$ cat config.mk
export PLATFORM = sky130hd
export DESIGN_NAME = pipe_ctrl
export DESIGN_NICKNAME = d
export VERILOG_FILES = /design/src/rtl/pipe_ctrl.sv
export SDC_FILE = /design/constraint.sdc
export NUM_CORES = 1
export LEC_CHECK = 0
export BUFFER_PORTS_ARGS = -buffer_cell sky130_fd_sc_hd__buf_2
export CAP_MARGIN = 20
export CORE_MARGIN = 5
export CORE_UTILIZATION = 25
export DETAILED_ROUTE_END_ITERATION = 8
export SYNTH_ARGS = -nofsm -noshare
export SYNTH_HDL_FRONTEND = slang
export SYNTH_SLANG_ARGS = --single-unit
$ cat constraint.sdc
create_clock -name clk -period 4.3 [get_ports clk]
set_input_delay 0.215 -clock clk [delete_from_list [all_inputs] [get_ports clk]]
set_output_delay 0.215 -clock clk [all_outputs]
set_load 0.01 [all_outputs]
$ cat src/rtl/pipe_ctrl.sv
// Pipeline hazard controller: generates register write enables and bubble
// flushes for a five-stage pipeline. It handles exceptions, data-memory
// freezes, multi-cycle mul/div, taken branches, load-use hazards and fetch stalls.
module pipe_ctrl #(
  parameter int unsigned MUL_LAT = 4,
  parameter int unsigned DIV_LAT = 32
) (
  input  logic        clk,
  input  logic        rst_n,
  input  logic        exc_req,
  input  logic        dmem_rdy,
  input  logic        ex_mul_start,
  input  logic        ex_div_start,
  input  logic        br_taken,
  input  logic        load_use_hz,
  input  logic        imem_rdy,
  output logic        pc_wr,
  output logic        if_id_wr,
  output logic        id_ex_wr,
  output logic        ex_mem_wr,
  output logic        mem_wb_wr,
  output logic        if_id_flush,
  output logic        id_ex_flush,
  output logic        ex_mem_flush,
  output logic        md_busy,
  output logic        md_done,
  output logic [15:0] stall_cycles
);

  localparam int unsigned CNT_W   = 6;
  localparam int unsigned STALL_W = 16;

  localparam logic [CNT_W-1:0]   MUL_LOAD  = CNT_W'(MUL_LAT - 1);
  localparam logic [CNT_W-1:0]   DIV_LOAD  = CNT_W'(DIV_LAT - 1);
  localparam logic [CNT_W-1:0]   CNT_ONE   = CNT_W'(1);
  localparam logic [STALL_W-1:0] STALL_MAX = {STALL_W{1'b1}};
  localparam logic [STALL_W-1:0] STALL_ONE = STALL_W'(1);

  typedef enum logic {
    RUN    = 1'b0,
    MDWAIT = 1'b1
  } state_t;

  state_t           state_q;
  state_t           state_d;
  logic [CNT_W-1:0] cnt_q;
  logic [CNT_W-1:0] cnt_d;

  // State and remaining-latency counter; reset aborts any operation in flight.
  always_ff @(posedge clk or negedge rst_n) begin
    if (!rst_n) begin
      state_q <= RUN;
      cnt_q   <= '0;
    end else begin
      state_q <= state_d;
      cnt_q   <= cnt_d;
    end
  end

  // Next state and combinational enables/flushes, highest-priority hazard first.
  always_comb begin
    state_d      = state_q;
    cnt_d        = cnt_q;
    pc_wr        = 1'b0;
    if_id_wr     = 1'b0;
    id_ex_wr     = 1'b0;
    ex_mem_wr    = 1'b0;
    mem_wb_wr    = 1'b0;
    if_id_flush  = 1'b0;
    id_ex_flush  = 1'b0;
    ex_mem_flush = 1'b0;
    md_busy      = 1'b0;
    md_done      = 1'b0;
    if (rst_n) begin
      md_busy = (state_q == MDWAIT);
      if (exc_req) begin
        // Flush everything younger than WB and redirect fetch; abort mul/div.
        pc_wr        = 1'b1;
        if_id_wr     = 1'b1;
        id_ex_wr     = 1'b1;
        ex_mem_wr    = 1'b1;
        mem_wb_wr    = 1'b1;
        if_id_flush  = 1'b1;
        id_ex_flush  = 1'b1;
        ex_mem_flush = 1'b1;
        state_d      = RUN;
        cnt_d        = '0;
      end else if (!dmem_rdy) begin
        // Whole pipeline frozen: everything is held at its default value.
        state_d = state_q;
      end else if (state_q == MDWAIT) begin
        if (cnt_q > CNT_ONE) begin
          ex_mem_wr    = 1'b1;
          mem_wb_wr    = 1'b1;
          ex_mem_flush = 1'b1;
          cnt_d        = cnt_q - CNT_ONE;
        end else begin
          pc_wr     = 1'b1;
          if_id_wr  = 1'b1;
          id_ex_wr  = 1'b1;
          ex_mem_wr = 1'b1;
          mem_wb_wr = 1'b1;
          md_done   = 1'b1;
          state_d   = RUN;
          cnt_d     = '0;
        end
      end else if (ex_div_start || ex_mul_start) begin
        // Start cycle counts toward latency, so load LAT-1 remaining cycles.
        ex_mem_wr    = 1'b1;
        mem_wb_wr    = 1'b1;
        ex_mem_flush = 1'b1;
        cnt_d        = ex_div_start ? DIV_LOAD : MUL_LOAD;
        state_d      = MDWAIT;
      end else if (br_taken) begin
        pc_wr       = 1'b1;
        if_id_wr    = 1'b1;
        id_ex_wr    = 1'b1;
        ex_mem_wr   = 1'b1;
        mem_wb_wr   = 1'b1;
        if_id_flush = 1'b1;
        id_ex_flush = 1'b1;
      end else if (load_use_hz) begin
        id_ex_wr    = 1'b1;
        ex_mem_wr   = 1'b1;
        mem_wb_wr   = 1'b1;
        id_ex_flush = 1'b1;
      end else if (!imem_rdy) begin
        if_id_wr    = 1'b1;
        id_ex_wr    = 1'b1;
        ex_mem_wr   = 1'b1;
        mem_wb_wr   = 1'b1;
        if_id_flush = 1'b1;
      end else begin
        pc_wr     = 1'b1;
        if_id_wr  = 1'b1;
        id_ex_wr  = 1'b1;
        ex_mem_wr = 1'b1;
        mem_wb_wr = 1'b1;
      end
    end
  end

  // Saturating count of cycles in which the PC did not advance.
  always_ff @(posedge clk or negedge rst_n) begin
    if (!rst_n) begin
      stall_cycles <= '0;
    end else if (!pc_wr && (stall_cycles != STALL_MAX)) begin
      stall_cycles <= stall_cycles + STALL_ONE;
    end
  end

endmodule

## Word-level counts from Yosys, hierarchy flattened

Cells that the tools add are included.

| word-level totals | value |
|---|---|
| bits in registers | 23 |
| bits of input ports | 9 |

| cells by class | value |
|---|---|
| $add $sub $neg | 2 |
| order comparisons | 1 |
| equal/unequal tests | 1 |
| multiplexer cells | 58 |
| reductions and logical operators | 7 |

Operators with widths:

| operator | number |
|---|---|
| 1-bit 2-to-1 mux | 52 |
| 6-bit 2-to-1 mux | 5 |
| 16-bit by 1-bit adder with 16-bit output, second input constant | 1 |
| 16-bit != test, second input constant | 1 |
| 6-bit by 1-bit > comparator with 1-bit output, second input constant | 1 |
| 6-bit by 1-bit subtractor with 6-bit output, second input constant | 1 |
| 5-bit 2-to-1 mux | 1 |
| 3-bit AND reduction | 1 |
| 3-bit nonzero test | 1 |
| 2-bit AND reduction | 1 |
| 2-bit nonzero test | 1 |
| 1-bit logical AND | 1 |
| 1-bit zero test | 1 |
| 1-bit logical OR | 1 |

## Longest topological paths before layout

Gate-level depths: netlist of run 1.

| depth | value |
|---|---|
| depth in word-level cells | 10 |
| mapped depth | 8 |
| depth with buffers taken out | 8 |

## Least setup slack after synthesis of run 1

No wires, ideal clock.

| path | value |
|---|---|
| path type | reg2reg |
| start | register cnt_q[0] |
| end | register stall_cycles[12] |
| setup time | 0.125 ns |
| arrival | 2.002 ns |
| setup slack | 2.173 ns |
| stages on the path, launching flop included | 9 |
| path buffers | 0 |
| clock period less this slack | 2.127 ns |
| cells stage by stage | dfrtp_1 -> inv_1 -> ha_1 -> or2_4 -> nand4_2 -> a32o_2 -> inv_2 -> or3_1 -> mux2_4 |

| on the way | value |
|---|---|
| cells in the longest elaborated chain, start to end | 8 |

Ends and longest elaborated chain:

| item | line | source |
|---|---|---|
| from (decl) | 46 | `logic [CNT_W-1:0] cnt_q;` |
| from (signal assigned) | 56 | `cnt_q <= cnt_d;` |
| 6-bit by 1-bit > comparator with 1-bit output | 92 | `if (cnt_q > CNT_ONE) begin` |
| 1-bit 2-to-1 mux | 92 |  |
| 1-bit 2-to-1 mux | 91 | `end else if (state_q == MDWAIT) begin` |
| 1-bit 2-to-1 mux | 88 | `end else if (!dmem_rdy) begin` |
| 1-bit 2-to-1 mux | 76 | `if (exc_req) begin` |
| 1-bit 2-to-1 mux | 74 | `if (rst_n) begin` |
| via pc_wr | 17 | `output logic pc_wr,` |
| 1-bit zero test | 147 | `end else if (!pc_wr && (stall_cycles != STALL_MAX)) begin` |
| 1-bit logical AND | 147 |  |
| to (signal assigned) | 148 | `stall_cycles <= stall_cycles + STALL_ONE;` |
| to (decl) | 27 | `output logic [15:0] stall_cycles` |

The timed path passes the listed nets, and every way through them passes these cells.
A chain may end at the register's enable or synchronous reset.

## Worst setup path in the final report of run 1

| path | value |
|---|---|
| start | input rst_n |
| end | register stall_cycles[12] |

| on the way | value |
|---|---|
| cells in the longest elaborated chain, start to end | 3 |

Ends and longest elaborated chain:

| item | line | source |
|---|---|---|
| from (decl) | 9 | `input logic rst_n,` |
| 1-bit 2-to-1 mux | 74 |  |
| 1-bit zero test | 147 |  |
| 1-bit logical AND | 147 |  |

Every way passes these cells.

==> results.md, run 1 <==
• final routed DRC violation total: 0
• die extent in y: 84.0 um
• Leak Pwr: 0.789 nW
• Max IR drop VDD: 0.000221 V
• TritonCTS clock tree: yes
• register area share after synthesis: 0.420
• post-route fraction of the period consumed by the critical path: 0.573
• weighted congestion reported at the end of routability-driven placement: 0.812
• post-cts hold buffer count: 1
• total number of placement rows: 27
• count of cell types in the netlist: 41
• antenna diode count: 0
• logic depth of the worst register-to-register path: 8
• overall track demand over capacity in global routing: 0.0924
• setup violation total in the final timing report: 0
• Sum Neg Setup Slack: 0 ns
• fillcell total: 593
• reg2reg end: stall_cycles[12]$_DFFE_PN0P_
• CTS H-Tree Depth: 1
• met3 demand-to-capacity share in global routing: 0.0276
• Starting Density: 0.253
• area of the core: 0.00541 sq mm
• Vias per Instance: 4.72
• Detailed Place HPWL: 2430 um
• final-report max-slew violation count: 0
• Hold Vio Cnt, Final: 0
• depth of the worst hold-timing path: 2
• # Post-CTS Setup Buffers: 0
• I/O Buffers: 34
• nets@finish: 195
• number of gates given a new drive strength after cts: 0
• fraction of the core area covered by cells at the end of the flow: 0.308
• synthesized net count: 159
• area of all placed cells without fillers: 0.00166 sq mm
• power per standard cell area: 403 mW/mm^2
• met1 usage in global routing: 0.128
• kind of end point of the critical path: flip-flop
• unrepaired setup endpoints after global routing: no
• Slew Limit Headroom: 0.609
• clock latency of the later-clocked register in the worst-skew pair: 0.26 ns
• ys async rst share: 1.00
• x dimension of the die: 84.0 um
• number of buffers created by CTS: 3
• number of placed I/O pins: 35
• top fanout value on the critical path: 28
• TritonCTS Sinks: 23
• EDFF count, synth: 0
• most congested layer reported by global routing: met2
• total via count in the routed design: 1,198
• final critical delay including setup and external delays: 2.46 ns
• clock-pin slew of the registers on the worst-case setup and hold paths: 0.09 ns
• ANT nets after route: 0
• Clock Tree Buf Depth: 2
• GR Overflow Total: 0
• fraction of final layout cells sized beyond drive strength 1: 0.280
• outcome: completed
• Netlist Area Pre-Place: 0.00137 sq mm
• CP required: 4.46 ns
• vias in the first global route: 1,117
• worst hold path startpoint: exc_req
• Detailed Route Iter0 Violations: 80
• overall die area: 0.00706 sq mm
• leading register cell type out of synthesis: sky130_fd_sc_hd__dfrtp_1
• CTS Root Buffer Type: sky130_fd_sc_hd__clkbuf_8
• Max-cap violations: 0
• routed wirelength normalized by instance count: 12.6 um
• crit path kind: in2reg
• number of instances in the synthesized netlist: 147
• wire length of the first global-routing pass: 5400 um
• slowest stage cell, crit path: sky130_fd_sc_hd__dlygate4sd3_1
• overall power: 0.670 mW
• register-to-register setup slack: 1.90 ns
• overall routed net length: 3210 um
• antenna violations before repair: 0
• combined area of the multi-input logic cells: 752 sq um
• post-synthesis average cell area: 9.32 sq um
• area grow syn2layout: 21.4%
• transition time of the tightest slew-check pin: 0.587 ns
• Global Route met2 Usage: 0.138
• synthesis-stage register bit count: 23
• ordered cell list for the critical path: dlygate4sd3_1 -> buf_2 -> and2_1 -> nand4_2 -> a32o_2 -> inv_2 -> or3_1 -> mux2_4
• sequential cell area: 576 sq um
• Yosys warning count: 0
• endpoint of the worst hold path: state_q$_DFFE_PN0P_
• slowest stage delay, CP: 0.53 ns
• arrival time at the worst endpoint: 2.62 ns
• Max Fclk: 0.406 GHz
• Clock Skews: 0.00668 ns
• largest net degree at the start of global routing: 29
• startpoint types: input pin
• Critical R2R Launch: cnt_q[0]$_DFFE_PN0P_
• length of the first detailed-routing pass in iterations: 4
• Hold/Removal Path Class: in2reg
• area of placed instances: 0.00161 sq mm
## synthesized netlist by cell type (2+ instances only)
cell	instances	share of area
sky130_fd_sc_hd__a21oi_1	4	0.015
sky130_fd_sc_hd__nand4_1	9	0.041
sky130_fd_sc_hd__and3_1	7	0.032
sky130_fd_sc_hd__nor2_1	5	0.014
sky130_fd_sc_hd__nor3_2	2	0.015
sky130_fd_sc_hd__mux2_2	4	0.033
sky130_fd_sc_hd__o21ai_0	10	0.037
sky130_fd_sc_hd__nand3_1	12	0.044
sky130_fd_sc_hd__a22o_1	2	0.013
sky130_fd_sc_hd__nor3_1	4	0.015
sky130_fd_sc_hd__xnor2_1	10	0.064
sky130_fd_sc_hd__dfrtp_1	23	0.42
sky130_fd_sc_hd__buf_4	2	0.011
sky130_fd_sc_hd__nor4_1	2	0.0091
sky130_fd_sc_hd__inv_1	4	0.011
sky130_fd_sc_hd__and2_1	2	0.0091
sky130_fd_sc_hd__or3_1	2	0.0091
sky130_fd_sc_hd__ha_1	3	0.027
sky130_fd_sc_hd__nand2b_1	3	0.014
sky130_fd_sc_hd__nand2_1	16	0.044
## sequential cells by signal, indices dropped and copies added, names as in the netlist
| register | cells |
|---|---|
| stall_cycles | 16 |
| cnt_q | 6 |
| state_q | 1 |
## cell usage in the layout (no fill, tap or decap), types with 2 or more instances in the layout
master	Yosys	routed
sky130_fd_sc_hd__and2_1	2	2
sky130_fd_sc_hd__dfrtp_1	23	23
sky130_fd_sc_hd__or3_1	2	2
sky130_fd_sc_hd__nor3_2	2	2
sky130_fd_sc_hd__nand2_1	16	16
sky130_fd_sc_hd__nand3_1	12	12
sky130_fd_sc_hd__clkbuf_8	0	3
sky130_fd_sc_hd__a21oi_1	4	4
sky130_fd_sc_hd__and3_1	7	7
sky130_fd_sc_hd__nor2_1	5	5
sky130_fd_sc_hd__ha_1	3	3
sky130_fd_sc_hd__nand4_1	9	9
sky130_fd_sc_hd__a22o_1	2	2
sky130_fd_sc_hd__inv_1	4	4
sky130_fd_sc_hd__nor4_1	2	2
sky130_fd_sc_hd__nor3_1	4	4
sky130_fd_sc_hd__buf_2	1	34
sky130_fd_sc_hd__o21ai_0	10	10
sky130_fd_sc_hd__nand2b_1	3	3
sky130_fd_sc_hd__mux2_2	4	4
sky130_fd_sc_hd__xnor2_1	10	10
## worst max-delay path by stage
| stage | end | slack, ns | from | cells past startpoint |
|---|---|---|---|---|
| after floorplan | stall_cycles[12]$_DFFE_PN0P_ | 2.17 | cnt_q[0]$_DFFE_PN0P_ | 8 |
| after global placement | stall_cycles[12]$_DFFE_PN0P_ | 1.99 | cnt_q[0]$_DFFE_PN0P_ | 8 |
| after detailed placement | stall_cycles[12]$_DFFE_PN0P_ | 1.91 | cnt_q[0]$_DFFE_PN0P_ | 8 |
| after CTS | pc_wr | 1.79 | rst_n | 7 |
| after global routing | pc_wr | 1.61 | rst_n | 7 |
| final | stall_cycles[12]$_DFFE_PN0P_ | 1.84 | rst_n | 8 |
## worst max-delay path, delay by kind of cell
| family | cells | cell delay [ns] |
|---|---|---|
| AO/OA/AOI/OAI | 1 | 0.39 |
| AND/OR/NAND/NOR | 3 | 0.79 |
| multiplexers | 1 | 0.30 |
| buffers and inverters | 3 | 0.91 |
## metal layers
layer | vias up | share of wire
met3 | 2 | 0.061
met1 | 560 | 0.50
li1 | 609 | -
met4 | 0 | 0.0062
met2 | 27 | 0.43
met5 | - | 0
## power breakdown
part / internal [mW] / switching [mW] / leakage, nW
registers: 0.259 / 0.0578 / 0.304
logic: 0.102 / 0.117 / 0.460
clock network: 0.0646 / 0.0702 / 0.0255
## area by class of cell
type,count,share of cell area
clock buffer,3,0.0248
clock inverter,1,0.00301
inverter,5,0.0113
multi-input combinational,115,0.452
sequential,23,0.346
tap,72,0.0542
timing repair buffer,35,0.108
## logic make-up (layout without fill, tap and decap cells)
kind of cell | after synthesis | after routing | share of synthesized area
flip-flops | 23 | 23 | 0.420
XOR/XNOR | 10 | 10 | 0.0639
adder cells (fa/ha/maj) | 3 | 3 | 0.0274
multiplexers | 6 | 6 | 0.0520
AO/OA/AOI/OAI | 26 | 26 | 0.125
buffers and inverters | 9 | 44 | 0.0310
AND/OR/NAND/NOR | 70 | 70 | 0.280
## per-stage QoR
stage,hold slack (ns),setup slack [ns],std cells
finish,0.220,1.84,254
CTS,0.209,1.79,254
global placement,0.258,1.99,249
floorplan,-0.0806,2.17,147
global route,0.221,1.61,254
detailed placement,0.262,1.91,249
No activity file was read; power rests on OpenSTA's default activity.
==> inputs of run 2 (changes only) <==
--- a/config.mk
+++ b/config.mk
@@ -5,6 +5,7 @@
 export SDC_FILE = /design/constraint.sdc
 export NUM_CORES = 1
 export LEC_CHECK = 0
+export ABC_AREA = 1
 export BUFFER_PORTS_ARGS = -buffer_cell sky130_fd_sc_hd__buf_2
 export CAP_MARGIN = 20
 export CORE_MARGIN = 5
==> constraint.sdc (replaced) <==
create_clock -name clk -period 2.4 [get_ports clk]
set_input_delay 0.12 -clock clk [delete_from_list [all_inputs] [get_ports clk]]
set_output_delay 0.12 -clock clk [all_outputs]
set_load 0.01 [all_outputs]
==> run 2 against run 1 <==
Clock power is 82% higher. Critical path depth is 1 lower. Die area is 16% higher.
==> results.md, run 2 <==
• area grow syn2layout: 18.2%
• total via count in the routed design: 1,509, +26%
• overall die area: 0.00819 sq mm, +16%
• most frequent cell after synthesis: sky130_fd_sc_hd__nand2_1
• Slew Limit Headroom: 0.777, +0.168
• TritonCTS Sinks: 23, unchanged
• startpoint types: flip-flop
• registers with the most flip-flops: stall_cycles: 16 flops, cnt_q: 6 flops, state_q: 1 flops
• top cells by count, synth: sky130_fd_sc_hd__nand2_1, sky130_fd_sc_hd__inv_1, sky130_fd_sc_hd__nand3_1
• Global Route met2 Usage: 0.159, +0.0201
• met3 demand-to-capacity share in global routing: 0.0158, -0.0118
• most congested layer reported by global routing: met2
• Netlist Area Pre-Place: 0.00162 sq mm, +18%
• number of instances in the synthesized netlist: 234, +59%
• most common cell after layout, fill and taps aside: sky130_fd_sc_hd__nand2_1
• proportion of power drawn by combinational gates: 0.402, +0.076
• number of gates given a new drive strength after cts: 0, unchanged
• Placed Cells incl. Taps: 341, +37%
• Starting Density: 0.256, +0.00297
• Most flops, register: stall_cycles
• largest net degree at the start of global routing: 20, -31%
• clock latency of the later-clocked register in the worst-skew pair: 0.26 ns, about the same
• overall track demand over capacity in global routing: 0.0958, +0.00334
• ordered cell list for the critical path: inv_1 -> ha_1 -> inv_1 -> nand2_1 -> nand3_1 -> nor4_1 -> buf_2
• Hold/Removal Path Class: in2reg
• area of all placed cells without fillers: 0.00191 sq mm, +15%
• leading register cell type out of synthesis: sky130_fd_sc_hd__dfrtp_1
• register area share after synthesis: 0.355, -0.0646
• # Post-CTS Setup Buffers: 0, unchanged
• fin cells: 346, +36%
• top fanout value on the critical path: 7, -75%
• final critical delay including setup and external delays: 1.92 ns
• die extent in y: 90.5 um, +7.7%
• power per standard cell area: 707 mW/mm^2, +75%
• Detailed Place HPWL: 2950 um, +21%
• routed wirelength normalized by instance count: 10.9 um, -14%
• wire length of the first global-routing pass: 6670 um, +23%
• x dimension of the die: 90.5 um, +7.7%
• Detailed Route Iter0 Violations: 45, -44%
• ys async rst share: 1.00, unchanged
• Clock Tree Buf Depth: 2, unchanged
• ANT nets after route: 0, unchanged
• synthesis-stage register bit count: 23, unchanged
• slowest stage cell, crit path: sky130_fd_sc_hd__dfrtp_1
• CTS H-Tree Depth: 1, unchanged
• clock power share: 0.182, -0.019
• Internal Power: 0.794 mW, +87%
• antenna violations before repair: 0, unchanged
• Max IR drop VDD: 0.000325 V, +47%
• outcome: completed
• vias in the first global route: 1,478, +32%
• Max-cap violations: 0, unchanged
• kind of end point of the critical path: output port
• slowest stage delay, CP: 0.39 ns, -0.14 ns
• crit path kind: reg2out
• I/O Buffers: 34, unchanged
• count of cell types in the netlist: 27, -34%
• Synth area leaders: sky130_fd_sc_hd__dfrtp_1, sky130_fd_sc_hd__nand2_1, sky130_fd_sc_hd__nand3_1, sky130_fd_sc_hd__inv_1, sky130_fd_sc_hd__nor2_1
• Max Fclk: 0.522 GHz
• nets@finish: 282, +45%
• Hold Vio Cnt, Final: 0, unchanged
• switching share of total power: 0.413, +0.0474
• CP required: 2.28 ns, -2.18 ns
• transition time of the tightest slew-check pin: 0.335 ns, -0.252 ns
• fraction of final layout cells sized beyond drive strength 1: 0.208, -0.0720
• Vias per Instance: 4.36, -7.5%
• worst slack after detailed placement: 0.717 ns, -1.20 ns
• clock-pin slew of the registers on the worst-case setup and hold paths: 0.08 ns, about the same
• most common cell type on the critical path: sky130_fd_sc_hd__inv_1
• total number of placement rows: 29, +7.4%
• overall routed net length: 3780 um, +18%
• area of the core: 0.00631 sq mm, +17%
• GR Overflow Total: 0, unchanged
• arrival time at the worst endpoint: 1.80 ns, -0.82 ns
• CTS Root Buffer Type: sky130_fd_sc_hd__clkbuf_8
• setup violation total in the final timing report: 0, unchanged
• final-report max-slew violation count: 0, unchanged
• max reg flops: 16, unchanged
• overall power: 1.35 mW, +100%
• area share of the leading cell type in the synthesized netlist: 0.355, -0.0646
• largest area contributor in the netlist: sky130_fd_sc_hd__dfrtp_1
• met1 usage in global routing: 0.123, -0.00454
• number of placed I/O pins: 35, unchanged
• final routed DRC violation total: 0, unchanged
• post-route fraction of the period consumed by the critical path: 0.799
• Clock Skews: 0.00428 ns, -0.00239 ns
• length of the first detailed-routing pass in iterations: 4, unchanged
• smallest setup slack after layout: 0.483 ns, -1.35 ns
• area of placed instances: 0.00186 sq mm, +16%
• synthesized net count: 246, +55%
• antenna diode count: 0, unchanged
• number of buffers created by CTS: 3, unchanged
• Sum Neg Setup Slack: 0 ns, unchanged
• power spent charging and discharging nets: 0.558 mW, +130%
• TritonCTS clock tree: yes
• post-synthesis average cell area: 6.92 sq um, -26%
• top library cells by usage in the layout, fill and taps aside: sky130_fd_sc_hd__nand2_1, sky130_fd_sc_hd__buf_2, sky130_fd_sc_hd__inv_1, sky130_fd_sc_hd__nand3_1, sky130_fd_sc_hd__dfrtp_1
• EDFF count, synth: 0, unchanged
• unrepaired setup endpoints after global routing: no
• Yosys warning count: 0, unchanged
• Leak Pwr: 1.05 nW, +33%
• register share of total power: 0.416, -0.057
• weighted congestion reported at the end of routability-driven placement: 0.814, +0.25%
-- run 2: changes by cell type after synthesis, sizes merged, moves of 7 or more --
cell,previous run,this run
nand2,17,85
inv,5,29
nor2,5,25
nand3,12,28
and3,7,0
nand4,10,3
-- run 2: routing by layer --
metal / share of wire / up-vias
li1: - / 815
met5: 0 / -
met4: 0.012 / 0
met1: 0.49 / 672
met2: 0.47 / 20
met3: 0.029 / 2
-- run 2: cell type report --
| class | instances | area (sq um) |
|---|---|---|
| Fill cell | 713 | 4400 |
| Multi-Input combinational cell | 177 | 898 |
| Sequential cell | 23 | 576 |
| Timing Repair Buffer | 36 | 188 |
| Inverter | 29 | 109 |
| Tap cell | 77 | 96.3 |
| Clock buffer | 3 | 41.3 |
| Clock inverter | 1 | 5.00 |
-- run 2: path summary, 6_finish.rpt --
path,slack (ns),from,cells past startpoint,to
setup / recovery,0.48,cnt_q[0]$_DFFE_PN0P_,7,md_done
hold / removal,0.20,exc_req,4,cnt_q[4]$_DFFE_PN0P_
setup reg to reg,0.70,cnt_q[0]$_DFFE_PN0P_,10,stall_cycles[15]$_DFFE_PN0P_
hold reg to reg,0.55,stall_cycles[15]$_DFFE_PN0P_,2,stall_cycles[15]$_DFFE_PN0P_
max in group asynchronous,1.64,rst_n,3,stall_cycles[0]$_DFFE_PN0P_
min in group asynchronous,0.27,rst_n,2,stall_cycles[10]$_DFFE_PN0P_
-- run 2: power by group through the flow --
stage	registers (mW)	logic (mW)	clock network [mW]
floorplan	0.564	0.394	0
global placement	0.572	0.535	0
detailed placement	0.570	0.545	0
CTS	0.563	0.546	0.255
global route	0.579	0.627	0.271
finish	0.563	0.543	0.246
-- run 2: logic make-up after synthesis --
group / synth area share
AO/OA/AOI/OAI: 0.0649
XOR/XNOR: 0.0487
adder cells (fa/ha/maj): 0.0232
buffers and inverters: 0.0896
flip-flops: 0.355
AND/OR/NAND/NOR: 0.418
-- run 2: repair_timing --
action | in CTS | in global routing
hold buffers | 1 | 0
endpoints found under the setup margin | 0 | 0
endpoints found under the hold margin | 9 | 0
-- run 2: worst max-delay path: cells and delay by family (launching register included) --
| family | cells | cell delay [ns] |
|---|---|---|
| DFF | 1 | 0.39 |
| buffers and inverters | 3 | 0.36 |
| and+or+nand+nor | 3 | 0.55 |
| adders and majority gates | 1 | 0.23 |
-- run 2: stage by stage --
| stage | util | hold WS (ns) |
|---|---|---|
| detailed placement | 0.294 | 0.0244 |
| floorplan | - | -0.176 |
| finish | 0.303 | 0.204 |
| global placement | 0.294 | 0.0227 |
| global route | 0.303 | 0.216 |
| CTS | 0.303 | 0.205 |
